[config.mk]
export PLATFORM = sky130hd
export DESIGN_NAME = sprite_tex_loader_flat
export DESIGN_NICKNAME = d
export VERILOG_FILES = /design/src/rtl/sprite_pkg.sv /design/src/rtl/sprite_tex_if.sv /design/src/rtl/tex_addr_gen.sv /design/src/rtl/sprite_tex_loader.sv /design/src/flat_wrapper.sv
export SDC_FILE = /design/constraint.sdc
export NUM_CORES = 1
export LEC_CHECK = 0
export CORE_MARGIN = 5
export CORE_UTILIZATION = 50
export CTS_CLUSTER_DIAMETER = 80
export DETAILED_ROUTE_END_ITERATION = 6
export DONT_BUFFER_PORTS = 1
export GPL_ROUTABILITY_DRIVEN = 0
export SLEW_MARGIN = 20
export SYNTH_ARGS = -nofsm -noshare
export SYNTH_HDL_FRONTEND = slang
export SYNTH_SLANG_ARGS = --single-unit
[constraint.sdc]
create_clock -name bird_load_clk -period 8.6 [get_ports bird_load_clk]
set_input_delay 1.72 -clock bird_load_clk [delete_from_list [all_inputs] [get_ports bird_load_clk]]
set_output_delay 1.72 -clock bird_load_clk [all_outputs]
set_load 0.05 [all_outputs]
[src/rtl/sprite_pkg.sv]
// sprite_pkg: shared loader state encoding and default sprite texture descriptors.
package sprite_pkg;
    typedef enum logic [2:0] {IDLE, SETUP, STREAM, NEXT, FIN} state_t;
    localparam int BIRD_SRC_W = 50;
    localparam int BIRD_SRC_H = 105;
    localparam int BIRD_CROP_W = 50;
    localparam int BIRD_CROP_H = 105;
    localparam int BIRD_BASE = 0;
    localparam int PIPE_SRC_W = 80;
    localparam int PIPE_SRC_H = 500;
    localparam int PIPE_CROP_W = 80;
    localparam int PIPE_CROP_H = 50;
    localparam int PIPE_BASE = 0;
    localparam int GROUND_SRC_W = 64;
    localparam int GROUND_SRC_H = 150;
    localparam int GROUND_CROP_W = 32;
    localparam int GROUND_CROP_H = 150;
    localparam int GROUND_BASE = 0;
    localparam logic [15:0] TRANSPARENT_COLOR = 16'h07E0;
endpackage

[src/rtl/sprite_tex_if.sv]
// sprite_tex_if: pixel stream in and texture RAM write bus out of the loader.
interface sprite_tex_if #(parameter int NUM_CH = 3, parameter int DATA_W = 16, parameter int ADDR_W = 16);
    logic in_valid;
    logic [DATA_W-1:0] in_data;
    logic in_ready;
    logic wr_en;
    logic [NUM_CH-1:0] wr_sel;
    logic [ADDR_W-1:0] wr_addr;
    logic [DATA_W-1:0] wr_data;
    modport master (output in_valid, in_data, input in_ready, wr_en, wr_sel, wr_addr, wr_data);
    modport slave (input in_valid, in_data, output in_ready, wr_en, wr_sel, wr_addr, wr_data);
endinterface

[src/rtl/tex_addr_gen.sv]
// tex_addr_gen: column/row walk over the source image with crop-window test and packed row base.
module tex_addr_gen #(
    parameter int DIM_W = 10,
    parameter int ADDR_W = 16
) (
    input  logic              bird_load_clk,
    input  logic              rst_n,
    input  logic              load,
    input  logic              step,
    input  logic [DIM_W-1:0]  eff_w,
    input  logic [DIM_W-1:0]  eff_h,
    input  logic [DIM_W-1:0]  src_w,
    input  logic [DIM_W-1:0]  src_h,
    input  logic [ADDR_W-1:0] base,
    output logic [ADDR_W-1:0] addr,
    output logic              in_win,
    output logic              last
);
    logic [DIM_W-1:0] col_q, col_d, row_q, row_d;
    logic [DIM_W-1:0] ew_q, ew_d, eh_q, eh_d, sw_q, sw_d, sh_q, sh_d;
    logic [ADDR_W-1:0] row_base_q, row_base_d;
    logic eol;

    always_ff @(posedge bird_load_clk or negedge rst_n) begin
        if (!rst_n) begin
            col_q <= '0;
            row_q <= '0;
            ew_q <= '0;
            eh_q <= '0;
            sw_q <= '0;
            sh_q <= '0;
            row_base_q <= '0;
        end else begin
            col_q <= col_d;
            row_q <= row_d;
            ew_q <= ew_d;
            eh_q <= eh_d;
            sw_q <= sw_d;
            sh_q <= sh_d;
            row_base_q <= row_base_d;
        end
    end

    // row_base advances by the stored width so the RAM image is packed without a multiplier
    always_comb begin
        eol = col_q == sw_q - 1'b1;
        col_d = load ? '0 : step ? (eol ? '0 : col_q + 1'b1) : col_q;
        row_d = load ? '0 : (step && eol) ? row_q + 1'b1 : row_q;
        row_base_d = load ? base : (step && eol) ? row_base_q + ADDR_W'(ew_q) : row_base_q;
        ew_d = load ? eff_w : ew_q;
        eh_d = load ? eff_h : eh_q;
        sw_d = load ? src_w : sw_q;
        sh_d = load ? src_h : sh_q;
    end

    assign addr = row_base_q + ADDR_W'(col_q);
    assign in_win = (col_q < ew_q) && (row_q < eh_q);
    assign last = eol && (row_q == sh_q - 1'b1);
endmodule

[src/rtl/sprite_tex_loader.sv]
// sprite_tex_loader: walks channel descriptors, crops each streamed image and writes it to its texture RAM.
module sprite_tex_loader
    import sprite_pkg::*;
#(
    parameter int NUM_CH = 3,
    parameter int DATA_W = 16,
    parameter int DIM_W = 10,
    parameter int ADDR_W = 16
) (
    input  logic                     bird_load_clk,
    input  logic                     rst_n,
    input  logic                     start,
    input  logic                     abort,
    input  logic [NUM_CH-1:0]        ch_enable,
    input  logic [NUM_CH*DIM_W-1:0]  ch_src_w,
    input  logic [NUM_CH*DIM_W-1:0]  ch_src_h,
    input  logic [NUM_CH*DIM_W-1:0]  ch_crop_w,
    input  logic [NUM_CH*DIM_W-1:0]  ch_crop_h,
    input  logic [NUM_CH*ADDR_W-1:0] ch_base,
    sprite_tex_if.slave              bus,
    output logic                     busy,
    output logic                     done,
    output logic [NUM_CH-1:0]        ch_loaded,
    output logic [1:0]               cur_ch
);
    state_t state_q, state_d;
    logic [1:0] ch_idx_q, ch_idx_d;
    logic [NUM_CH-1:0] ch_loaded_q, ch_loaded_d;
    logic wr_en_q, wr_en_d;
    logic [NUM_CH-1:0] wr_sel_q, wr_sel_d;
    logic [ADDR_W-1:0] wr_addr_q, wr_addr_d;
    logic [DATA_W-1:0] wr_data_q, wr_data_d;
    logic [DIM_W-1:0] src_w, src_h, crop_w, crop_h, eff_w, eff_h;
    logic [ADDR_W-1:0] base, gen_addr;
    logic skip, accept, in_win, last;

    assign src_w = ch_src_w[ch_idx_q*DIM_W +: DIM_W];
    assign src_h = ch_src_h[ch_idx_q*DIM_W +: DIM_W];
    assign crop_w = ch_crop_w[ch_idx_q*DIM_W +: DIM_W];
    assign crop_h = ch_crop_h[ch_idx_q*DIM_W +: DIM_W];
    assign base = ch_base[ch_idx_q*ADDR_W +: ADDR_W];
    assign eff_w = crop_w < src_w ? crop_w : src_w;
    assign eff_h = crop_h < src_h ? crop_h : src_h;
    assign skip = !ch_enable[ch_idx_q] || src_w == '0 || src_h == '0;

    tex_addr_gen #(.DIM_W(DIM_W), .ADDR_W(ADDR_W)) u_addr_gen (
        .bird_load_clk(bird_load_clk),
        .rst_n(rst_n),
        .load(state_q == SETUP),
        .step(accept),
        .eff_w(eff_w),
        .eff_h(eff_h),
        .src_w(src_w),
        .src_h(src_h),
        .base(base),
        .addr(gen_addr),
        .in_win(in_win),
        .last(last)
    );

    always_ff @(posedge bird_load_clk or negedge rst_n) begin
        if (!rst_n) begin
            state_q <= IDLE;
            ch_idx_q <= '0;
            ch_loaded_q <= '0;
            wr_en_q <= 1'b0;
            wr_sel_q <= '0;
            wr_addr_q <= '0;
            wr_data_q <= '0;
        end else begin
            state_q <= state_d;
            ch_idx_q <= ch_idx_d;
            ch_loaded_q <= ch_loaded_d;
            wr_en_q <= wr_en_d;
            wr_sel_q <= wr_sel_d;
            wr_addr_q <= wr_addr_d;
            wr_data_q <= wr_data_d;
        end
    end

    // abort beats every state but IDLE, where it also masks a simultaneous start
    always_comb begin
        state_d = state_q;
        ch_idx_d = ch_idx_q;
        ch_loaded_d = ch_loaded_q;
        if (state_q == IDLE) begin
            if (start && !abort) begin
                state_d = SETUP;
                ch_idx_d = '0;
                ch_loaded_d = '0;
            end
        end else if (abort) begin
            state_d = IDLE;
        end else begin
            case (state_q)
                SETUP: state_d = skip ? NEXT : STREAM;
                STREAM: begin
                    if (accept && last) begin
                        state_d = NEXT;
                        ch_loaded_d[ch_idx_q] = 1'b1;
                    end
                end
                NEXT: begin
                    if (ch_idx_q == 2'(NUM_CH - 1)) begin
                        state_d = FIN;
                    end else begin
                        state_d = SETUP;
                        ch_idx_d = ch_idx_q + 1'b1;
                    end
                end
                default: state_d = IDLE;
            endcase
        end
    end

    always_comb begin
        bus.in_ready = state_q == STREAM && !abort;
        accept = bus.in_valid && bus.in_ready;
        wr_en_d = accept && in_win;
        wr_sel_d = wr_en_d ? NUM_CH'(1) << ch_idx_q : '0;
        wr_addr_d = wr_en_d ? gen_addr : wr_addr_q;
        wr_data_d = wr_en_d ? bus.in_data : wr_data_q;
    end

    assign bus.wr_en = wr_en_q;
    assign bus.wr_sel = wr_sel_q;
    assign bus.wr_addr = wr_addr_q;
    assign bus.wr_data = wr_data_q;
    assign busy = state_q != IDLE;
    assign done = state_q == FIN;
    assign ch_loaded = ch_loaded_q;
    assign cur_ch = busy ? ch_idx_q : 2'd0;
endmodule

[src/flat_wrapper.sv]
// flat-port wrapper written by rule: the top's interface ports become plain ports
module sprite_tex_loader_flat import sprite_pkg::*;
#(
    parameter int NUM_CH = 3,
    parameter int DATA_W = 16,
    parameter int DIM_W = 10,
    parameter int ADDR_W = 16
)
  (bird_load_clk, rst_n, start, abort, ch_enable, ch_src_w, ch_src_h, ch_crop_w, ch_crop_h, ch_base, busy, done, ch_loaded, cur_ch, bus_in_valid, bus_in_data, bus_in_ready, bus_wr_en, bus_wr_sel, bus_wr_addr, bus_wr_data);
  sprite_tex_if #(.NUM_CH(NUM_CH), .DATA_W(DATA_W), .ADDR_W(ADDR_W)) bus_i ();
  input  logic bird_load_clk;
  input  logic rst_n;
  input  logic start;
  input  logic abort;
  input  logic [NUM_CH-1:0] ch_enable;
  input  logic [NUM_CH*DIM_W-1:0] ch_src_w;
  input  logic [NUM_CH*DIM_W-1:0] ch_src_h;
  input  logic [NUM_CH*DIM_W-1:0] ch_crop_w;
  input  logic [NUM_CH*DIM_W-1:0] ch_crop_h;
  input  logic [NUM_CH*ADDR_W-1:0] ch_base;
  output logic busy;
  output logic done;
  output logic [NUM_CH-1:0] ch_loaded;
  output logic [1:0] cur_ch;
  input wire logic [$bits(bus_i.in_valid)-1:0] bus_in_valid;
  input wire logic [$bits(bus_i.in_data)-1:0] bus_in_data;
  output wire logic [$bits(bus_i.in_ready)-1:0] bus_in_ready;
  output wire logic [$bits(bus_i.wr_en)-1:0] bus_wr_en;
  output wire logic [$bits(bus_i.wr_sel)-1:0] bus_wr_sel;
  output wire logic [$bits(bus_i.wr_addr)-1:0] bus_wr_addr;
  output wire logic [$bits(bus_i.wr_data)-1:0] bus_wr_data;
  assign bus_i.in_valid = bus_in_valid;
  assign bus_i.in_data = bus_in_data;
  assign bus_in_ready = bus_i.in_ready;
  assign bus_wr_en = bus_i.wr_en;
  assign bus_wr_sel = bus_i.wr_sel;
  assign bus_wr_addr = bus_i.wr_addr;
  assign bus_wr_data = bus_i.wr_data;
  sprite_tex_loader #(.NUM_CH(NUM_CH), .DATA_W(DATA_W), .DIM_W(DIM_W), .ADDR_W(ADDR_W)) u_core (.bird_load_clk(bird_load_clk), .rst_n(rst_n), .start(start), .abort(abort), .ch_enable(ch_enable), .ch_src_w(ch_src_w), .ch_src_h(ch_src_h), .ch_crop_w(ch_crop_w), .ch_crop_h(ch_crop_h), .ch_base(ch_base), .bus(bus_i), .busy(busy), .done(done), .ch_loaded(ch_loaded), .cur_ch(cur_ch));
endmodule
==> results of run 1 <==
[synth_stat cells, types with 6 or more instances]
cell type | count | area (sq um)
nor3_1 | 13 | 65.06
nor2b_1 | 7 | 43.79
a311oi_1 | 11 | 96.34
or4_1 | 6 | 45.04
a31oi_1 | 8 | 50.05
nand3_1 | 34 | 170.2
inv_1 | 54 | 202.7
xnor2_1 | 33 | 289.0
and3_1 | 6 | 37.54
nand4_1 | 11 | 68.82
or3_1 | 6 | 37.54
clkbuf_1 | 33 | 123.9
buf_2 | 10 | 50.05
xor2_1 | 17 | 148.9
ha_1 | 63 | 788.3
a221oi_1 | 11 | 96.34
nor2_1 | 82 | 307.8
o221ai_1 | 8 | 70.07
dfrtp_1 | 120 | 3003
o21a_1 | 6 | 45.04
nor4_1 | 7 | 43.79
nand2b_1 | 8 | 50.05
o21ai_0 | 90 | 450.4
a21o_1 | 14 | 105.1
mux2_2 | 43 | 484.2
o211ai_1 | 6 | 45.04
a21oi_1 | 53 | 265.3
nand2_1 | 100 | 375.4
mux2i_1 | 57 | 570.6
a211oi_1 | 12 | 90.09
[cell families (layout without fill, tap and decap cells)]
| family | after synthesis | in the layout |
|---|---|---|
| simple gates | 298 | 298 |
| compound gates | 252 | 252 |
| flops | 120 | 120 |
| buf+inv | 104 | 94 |
| mux | 101 | 101 |
| fa+ha+maj | 65 | 65 |
| xor+xnor | 50 | 50 |
[registers in the layout, summed over array words and instances, names as in the netlist, 10 cells and up]
register	cells
u_core.u_addr_gen.sh_q	10
u_core.u_addr_gen.row_q	10
u_core.u_addr_gen.ew_q	10
u_core.u_addr_gen.sw_q	10
u_core.u_addr_gen.col_q	10
u_core.bus.wr_data	16
u_core.u_addr_gen.eh_q	10
u_core.u_addr_gen.row_base_q	16
u_core.bus.wr_addr	16
[report_power, final]
| group | internal (mW) | switching, mW | leakage (nW) | total (mW) |
|---|---|---|---|---|
| Clock | 0.475 | 0.274 | 0.298 | 0.749 |
| Sequential | 0.782 | 0.484 | 1.50 | 1.27 |
| Combinational | 0.744 | 1.08 | 2.37 | 1.83 |
| Total | 2.00 | 1.84 | 4.16 | 3.84 |
[worst max-delay path by stage]
stage                                              start                            end  cells after the start
after floorplan                                    abort                   bus_in_ready                      3
after global placement                             abort  u_core.state_q[0]$_DFFE_PN0P_                      7
after detailed placement                           abort  u_core.state_q[0]$_DFFE_PN0P_                      7
after CTS                 u_core.ch_idx_q[0]$_DFFE_PN0P_                      cur_ch[0]                      3
after global routing      u_core.ch_idx_q[0]$_DFFE_PN0P_                      cur_ch[0]                      3
final                     u_core.ch_idx_q[0]$_DFFE_PN0P_                      cur_ch[0]                      3
[worst reg2reg max path: stages (launching register included)]
cell and delay [ns]:
dfrtp_4 0.42, buf_4 0.70, mux2i_1 0.29, nor2_1 0.05, a21oi_1 0.36, ha_1 0.32
a21o_1 0.16, a21o_1 0.18, a221oi_1 0.37, nand3_1 0.35, nor2_1 0.26, a211oi_1 0.07
[per-layer routing]
metal	track usage (%)	wire (microns)	vias up
met4	5.903	293	0
li1	-	-	3545
met3	5.309	1636	22
met5	0	0	-
met1	37.12	11800	3474
met2	35.68	10810	297
[final cells by class]
type / count / area share (%)
Clock buffer: 20 / 4.785
Timing Repair Buffer: 8 / 0.6293
Clock inverter: 12 / 1.704
Inverter: 54 / 2.124
Tap cell: 225 / 2.950
Multi-Input combinational cell: 766 / 56.31
Sequential cell: 120 / 31.50
[cell usage in the layout, fill, tap and decap left out, types with 4 or more instances in the layout]
| cell | count |
|---|---|
| dfrtp_1 | 119 |
| nand2_1 | 99 |
| o21ai_0 | 90 |
| nor2_1 | 82 |
| ha_1 | 63 |
| mux2i_1 | 57 |
| inv_1 | 54 |
| a21oi_1 | 53 |
| mux2_2 | 43 |
| nand3_1 | 34 |
| xnor2_1 | 33 |
| xor2_1 | 17 |
| clkbuf_16 | 17 |
| a21o_1 | 14 |
| nor3_1 | 13 |
| a211oi_1 | 12 |
| nand4_1 | 11 |
| a221oi_1 | 11 |
| a311oi_1 | 11 |
| nand2b_1 | 8 |
| a31oi_1 | 8 |
| o221ai_1 | 8 |
| buf_4 | 8 |
| nor4_1 | 7 |
| nor2b_1 | 6 |
| o211ai_1 | 6 |
| o21a_1 | 6 |
| or4_1 | 6 |
| and3_1 | 6 |
| or3_1 | 6 |
| o31ai_1 | 5 |
| inv_6 | 5 |
| and2_1 | 4 |
[metrics by stage]
step	hold slack, ns	power (mW)	cells
final	0.5188	3.841	1205
after global routing	0.5595	4.158	1205
after floorplan	0.4689	2.658	990
after detailed placement	0.5119	3.091	1173
after global placement	0.5048	3.067	1173
after CTS	0.5255	3.858	1205
==> impl_metrics.env, run 1 <==
export IMPL_outcome="finished clean"
export IMPL_postSynth_asyncResetShare_pct=100.0
export IMPL_synthSimpleGateAreaFrac_pct=15.91
export IMPL_vdd_ir_max_uv=250.9
export IMPL_final_core_occ_pct=55.37
export IMPL_rsz_0062_raised_after_global_routing="false"
export IMPL_hold_viol_final=0
export IMPL_routed_via_density=6.090
export IMPL_dieHeight_microns=142.3
export IMPL_preCtsSetupSlack_ns=4.340
export IMPL_reg2reg_to="u_core.u_addr_gen.ew_q[1]$_DFFE_PN0P_"
export IMPL_ys_warnings_count=0
export IMPL_critPathMaxStageDelay_ns=0.77
export IMPL_path_clk_slew_ns=0.06
export IMPL_critical_path_slowest_cell="nor2_1"
export IMPL_hold_path_depth=2
export IMPL_layout_area_seq_sq_um=3007
export IMPL_synthDistinctLibCells=62
export IMPL_antenna_violating_nets_post_route=0
export IMPL_startpoint_type="register"
export IMPL_dpl_instance_area_sq_um=8925
export IMPL_port_buffer_count=0
export IMPL_synth_area_per_cell_sq_um=8.843
export IMPL_power_per_cell_area_nw_per_um2=402.4
export IMPL_cts_tree="built"
export IMPL_critical_path_arrival_ns=2.62
export IMPL_clk_sinks=120
export IMPL_vias=7338
export IMPL_criticalPathCategory="register to primary output"
export IMPL_reg2reg_depth=11
export IMPL_yosys_area_share_adder_pct=9.461
export IMPL_max_clock_path_buffers=2
export IMPL_crit_required_ns=6.88
export IMPL_synth_compound_area_share_pct=18.41
export IMPL_cts_made_buffers=17
export IMPL_post_route_drc_count=0
export IMPL_critical_path_buf_inv_count=2
export IMPL_clk_insertion_delay_late_ns=0.42
export IMPL_postSynth_topFlopCell="dfrtp_1"
export IMPL_fmax_ghz=0.2304
export IMPL_setup_ws_ns=4.260
export IMPL_syn_instance_count=990
export IMPL_grt_remaining_overflow=0
export IMPL_layout_drive_gt1_share_pct=9.694
export IMPL_skew_ns=0.01140
export IMPL_net_count_after_synthesis=1247
export IMPL_period_minus_slack_ns=4.340
export IMPL_placement_rows=48
export IMPL_dominant_combinational_cell_family_by_area_after_synthesis="compound AO/OA/AOI/OAI gates"
export IMPL_fin_nets=1224
export IMPL_worst_slew_margin_rel_pct=38.68
export IMPL_reg2reg_slack_ns=4.89
export IMPL_setup_viol=0
export IMPL_floorplan_initialDensity_pct=50.79
export IMPL_routed_wire_length_per_instance_microns=20.36
export IMPL_syn2layout_area_growth_pct=9.018
export IMPL_edff_count_synth=0
export IMPL_global_route_wire_length_before_repair_microns=39190
export IMPL_h_tree_depth=4
export IMPL_final_design_area_no_fill_sq_um=9544
export IMPL_critical_path_max_fanout=63
export IMPL_cts_setup_buffers=0
export IMPL_design_die_area_sq_um=20260
export IMPL_worst_path_dominant_cell_family="buffers and inverters"
export IMPL_fin_tns_setup_ns=0
export IMPL_min_delay_path_class="register to register"
export IMPL_synth_seq_area_share_pct=34.30
export IMPL_layout_worst_path_cycle_share_pct=50.47
export IMPL_antenna_found_initial=0
export IMPL_die_w_microns=142.3
export IMPL_grt_start_max_net_pins=121
export IMPL_cts_hold_buf=0
export IMPL_worst_r2r_startpoint="u_core.ch_idx_q[0]$_DFFE_PN0P_"
export IMPL_synthesis_area_sq_um=8755
export IMPL_diodes=0
export IMPL_holdCritStartpoint="u_core.u_addr_gen.sh_q[6]$_DFFE_PN0P_"
export IMPL_synth_xor_xnor_area_share_pct=5.002
export IMPL_number_of_pins_with_negative_max_slew_slack_in_the_final_report=0
export IMPL_grt_pass1_vias=7129
export IMPL_postSynthRegisterBits=120
export IMPL_max_cap_violations=0
export IMPL_total_area_of_multi_input_combinational_cells_sq_um=5374
export IMPL_timing_worst_slew_pin_value_ns=0.9164
export IMPL_finalWirelength_microns=24540
export IMPL_fillers=1592
export IMPL_path_cells="buf_4 -> inv_1 -> nor2_1"
export IMPL_endpoint_kind="primary output"
export IMPL_timing_hold_worst_endpoint="u_core.u_addr_gen.sh_q[6]$_DFFE_PN0P_"
export IMPL_mux_cell_area_share_after_synthesis_pct=12.22
export IMPL_floorplan_io_pins=236
export IMPL_cts_resized_gates=0
export IMPL_detail_route_iter0_violations=666
export IMPL_groute_usage_overall_pct=24.49
export IMPL_hpwlAfterDp_microns=18650
export IMPL_drt_pass1_iter_count=5
export IMPL_cts_root_buffer="clkbuf_16"
export IMPL_total_core_area_sq_um=17240
export IMPL_cellLeakagePower_nw=4.163
No activity file was read; power rests on OpenSTA's default activity.
==> inputs of run 2 (changes only) <==
PLACE_DENSITY = 0.68   (was not set)
clock period = 3.8 ns   (was 8.6 ns; I/O delays follow)
==> run 2 against run 1 <==
Sequential share of layout area down 0.18 points; global-route usage down 0.93 points; via count about the same; die area unchanged; worst setup slack worse by 3.7 ns; register-to-register slack worse by 4.3 ns; clock skew about the same; clock-buffer cell count up 3; first-iteration DRC count down 35%; highest routed layer unchanged.
==> impl_metrics.env, run 2 (synthesized netlist as in run 1, its figures left out) <==
export IMPL_critical_path_arrival_ns=3.50
export IMPL_cts_made_buffers=17
export IMPL_groute_usage_overall_pct=23.56
export IMPL_worst_slew_margin_rel_pct=38.39
export IMPL_worst_r2r_startpoint="u_core.ch_idx_q[0]$_DFFE_PN0P_"
export IMPL_met1_usage_pct=32.33
export IMPL_global_route_wire_length_before_repair_microns=38050
export IMPL_reg2reg_to="u_core.u_addr_gen.ew_q[0]$_DFFE_PN0P_"
export IMPL_cts_hold_buf=0
export IMPL_cts_resized_gates=0
export IMPL_finalWirelength_microns=23830
export IMPL_number_of_pins_with_negative_max_slew_slack_in_the_final_report=0
export IMPL_min_delay_path_class="input port to asynchronous set/reset pin"
export IMPL_cellLeakagePower_nw=4.201
export IMPL_max_clock_path_buffers=2
export IMPL_max_cap_violations=0
export IMPL_endpoint_kind="register"
export IMPL_h_tree_depth=4
export IMPL_dieHeight_microns=142.3
export IMPL_grt_start_max_net_pins=121
export IMPL_port_buffer_count=0
export IMPL_critical_path_slowest_cell="o41ai_1"
export IMPL_drt_pass1_iter_count=5
export IMPL_skew_ns=0.01179
export IMPL_die_w_microns=142.3
export IMPL_startpoint_type="register"
export IMPL_critPathMaxStageDelay_ns=0.47
export IMPL_met2_usage_pct=36.84
export IMPL_path_clk_slew_ns=0.06
export IMPL_antenna_found_initial=0
export IMPL_power_total_mw=8.662
export IMPL_power_per_cell_area_nw_per_um2=902.3
export IMPL_path_cells="buf_12 -> mux2i_1 -> nor2_1 -> a21oi_1 -> ha_1 -> a21oi_1 -> nor2b_1 -> o41ai_1 -> nand3_1 -> nor2b_1 -> a311oi_1"
export IMPL_floorplan_io_pins=236
export IMPL_floorplan_initialDensity_pct=50.79
export IMPL_crit_required_ns=4.06
export IMPL_clk_sinks=120
export IMPL_design_die_area_sq_um=20260
export IMPL_routed_wire_length_per_instance_microns=19.65
export IMPL_setup_viol=0
export IMPL_placement_rows=48
export IMPL_period_minus_slack_ns=3.239
export IMPL_fillers=1530
export IMPL_detail_route_iter0_violations=433
export IMPL_fin_tns_setup_ns=0
export IMPL_grt_most_used_layer="met2"
export IMPL_criticalPathCategory="register to register"
export IMPL_post_route_drc_count=0
export IMPL_grt_util_met3_pct=5.712
export IMPL_clk_insertion_delay_late_ns=0.42
export IMPL_rsz_0062_raised_after_global_routing="false"
export IMPL_vias=7333
export IMPL_cts_setup_buffers=0
export IMPL_timing_worst_slew_pin_value_ns=0.9202
export IMPL_antenna_violating_nets_post_route=0
export IMPL_diodes=0
export IMPL_grt_remaining_overflow=0
export IMPL_layout_common_cells="dfrtp_1 (119), nand2_1 (99), o21ai_0 (90), nor2_1 (82), ha_1 (63)"
export IMPL_layout_worst_path_cycle_share_pct=85.24
export IMPL_grt_pass1_vias=7259
export IMPL_reg2reg_depth=11
export IMPL_outcome="finished clean"
export IMPL_hpwlAfterDp_microns=18240
export IMPL_fin_nets=1232
export IMPL_hold_viol_final=0
export IMPL_cts_tree="built"
export IMPL_critical_path_max_fanout=63
export IMPL_total_core_area_sq_um=17240
export IMPL_routed_via_density=6.045
export IMPL_vdd_ir_max_uv=382.4
export IMPL_layout_drive_gt1_share_pct=10.12
export IMPL_fmax_ghz=0.3087
export IMPL_reg2reg_slack_ns=0.56
export IMPL_mostFrequentLayoutCell="dfrtp_1"
export IMPL_cts_root_buffer="clkbuf_16"
export IMPL_syn2layout_area_growth_pct=9.661
## run 2: cell count changes in the layout (fill, tap and decap cells not counted)
cell	delta
clkinvlp_4	-1
clkbuf_1	+3
clkinv_2	+4
inv_6	-5
buf_4	+6
buf_12	+2
clkinv_4	-1
## run 2: area by class of cell
type                            count  area [sq um]  area share [%]
Clock buffer                       23         467.9           4.874
Clock inverter                      9         122.6           1.277
Inverter                           54         202.7           2.111
Multi-Input combinational cell    766          5374           55.98
Sequential cell                   120          3007           31.32
Tap cell                          225         281.5           2.932
Timing Repair Buffer               16         145.1           1.512
## run 2: power by group
group	internal, mW	total, mW	leakage [nW]	switching [mW]
clock network	1.06	1.62	0.291	0.565
registers	1.77	2.87	1.50	1.10
logic	1.73	4.17	2.41	2.44
## run 2: per-layer routing
layer | routed length, microns | share of wire, %
met2 | 11050 | 46
met4 | 366 | 1.5
met1 | 10700 | 45
met3 | 1719 | 7.2
met5 | 0 | 0
## run 2: worst max-delay path by stage
| stage | from | end | slack (ns) | depth (start not counted) |
|---|---|---|---|---|
| 2_1_floorplan | u_core.ch_idx_q[1]$_DFFE_PN0P_ | u_core.u_addr_gen.ew_q[0]$_DFFE_PN0P_ | 0.46 | 14 |
| 3_3_place_gp | u_core.ch_idx_q[0]$_DFFE_PN0P_ | u_core.u_addr_gen.ew_q[0]$_DFFE_PN0P_ | 0.69 | 10 |
| 3_5_place_dp | u_core.ch_idx_q[0]$_DFFE_PN0P_ | u_core.u_addr_gen.ew_q[0]$_DFFE_PN0P_ | 0.60 | 10 |
| 4_1_cts | u_core.ch_idx_q[0]$_DFFE_PN0P_ | u_core.u_addr_gen.ew_q[0]$_DFFE_PN0P_ | 0.60 | 10 |
| 5_1_grt | u_core.ch_idx_q[0]$_DFFE_PN0P_ | u_core.u_addr_gen.ew_q[0]$_DFFE_PN0P_ | 0.22 | 10 |
| 6_report | u_core.ch_idx_q[0]$_DFFE_PN0P_ | u_core.u_addr_gen.ew_q[0]$_DFFE_PN0P_ | 0.56 | 11 |
## run 2: per-stage QoR
step	instance area [sq um]	hold WS, ns	cells	setup WS (ns)	util (%)
6_report	9600	0.02662	1213	0.5610	55.70
5_1_grt	9600	0.008946	1213	0.2248	55.70
4_1_cts	9600	0.01305	1213	0.5956	55.70
3_5_place_dp	9010	0.4664	1181	0.5952	52.27
3_3_place_gp	9010	0.4670	1181	0.6942	52.27
2_1_floorplan	8755	0.4644	990	0.4558	-
## run 2: critical path, delay by kind of cell (launching register included)
family | cells | cell delay (ns)
flip-flops | 1 | 0.44
adder cells (fa/ha/maj) | 1 | 0.31
buffers and inverters | 1 | 0.33
AND/OR/NAND/NOR | 4 | 0.74
AO/OA/AOI/OAI | 4 | 1.00
multiplexers | 1 | 0.23
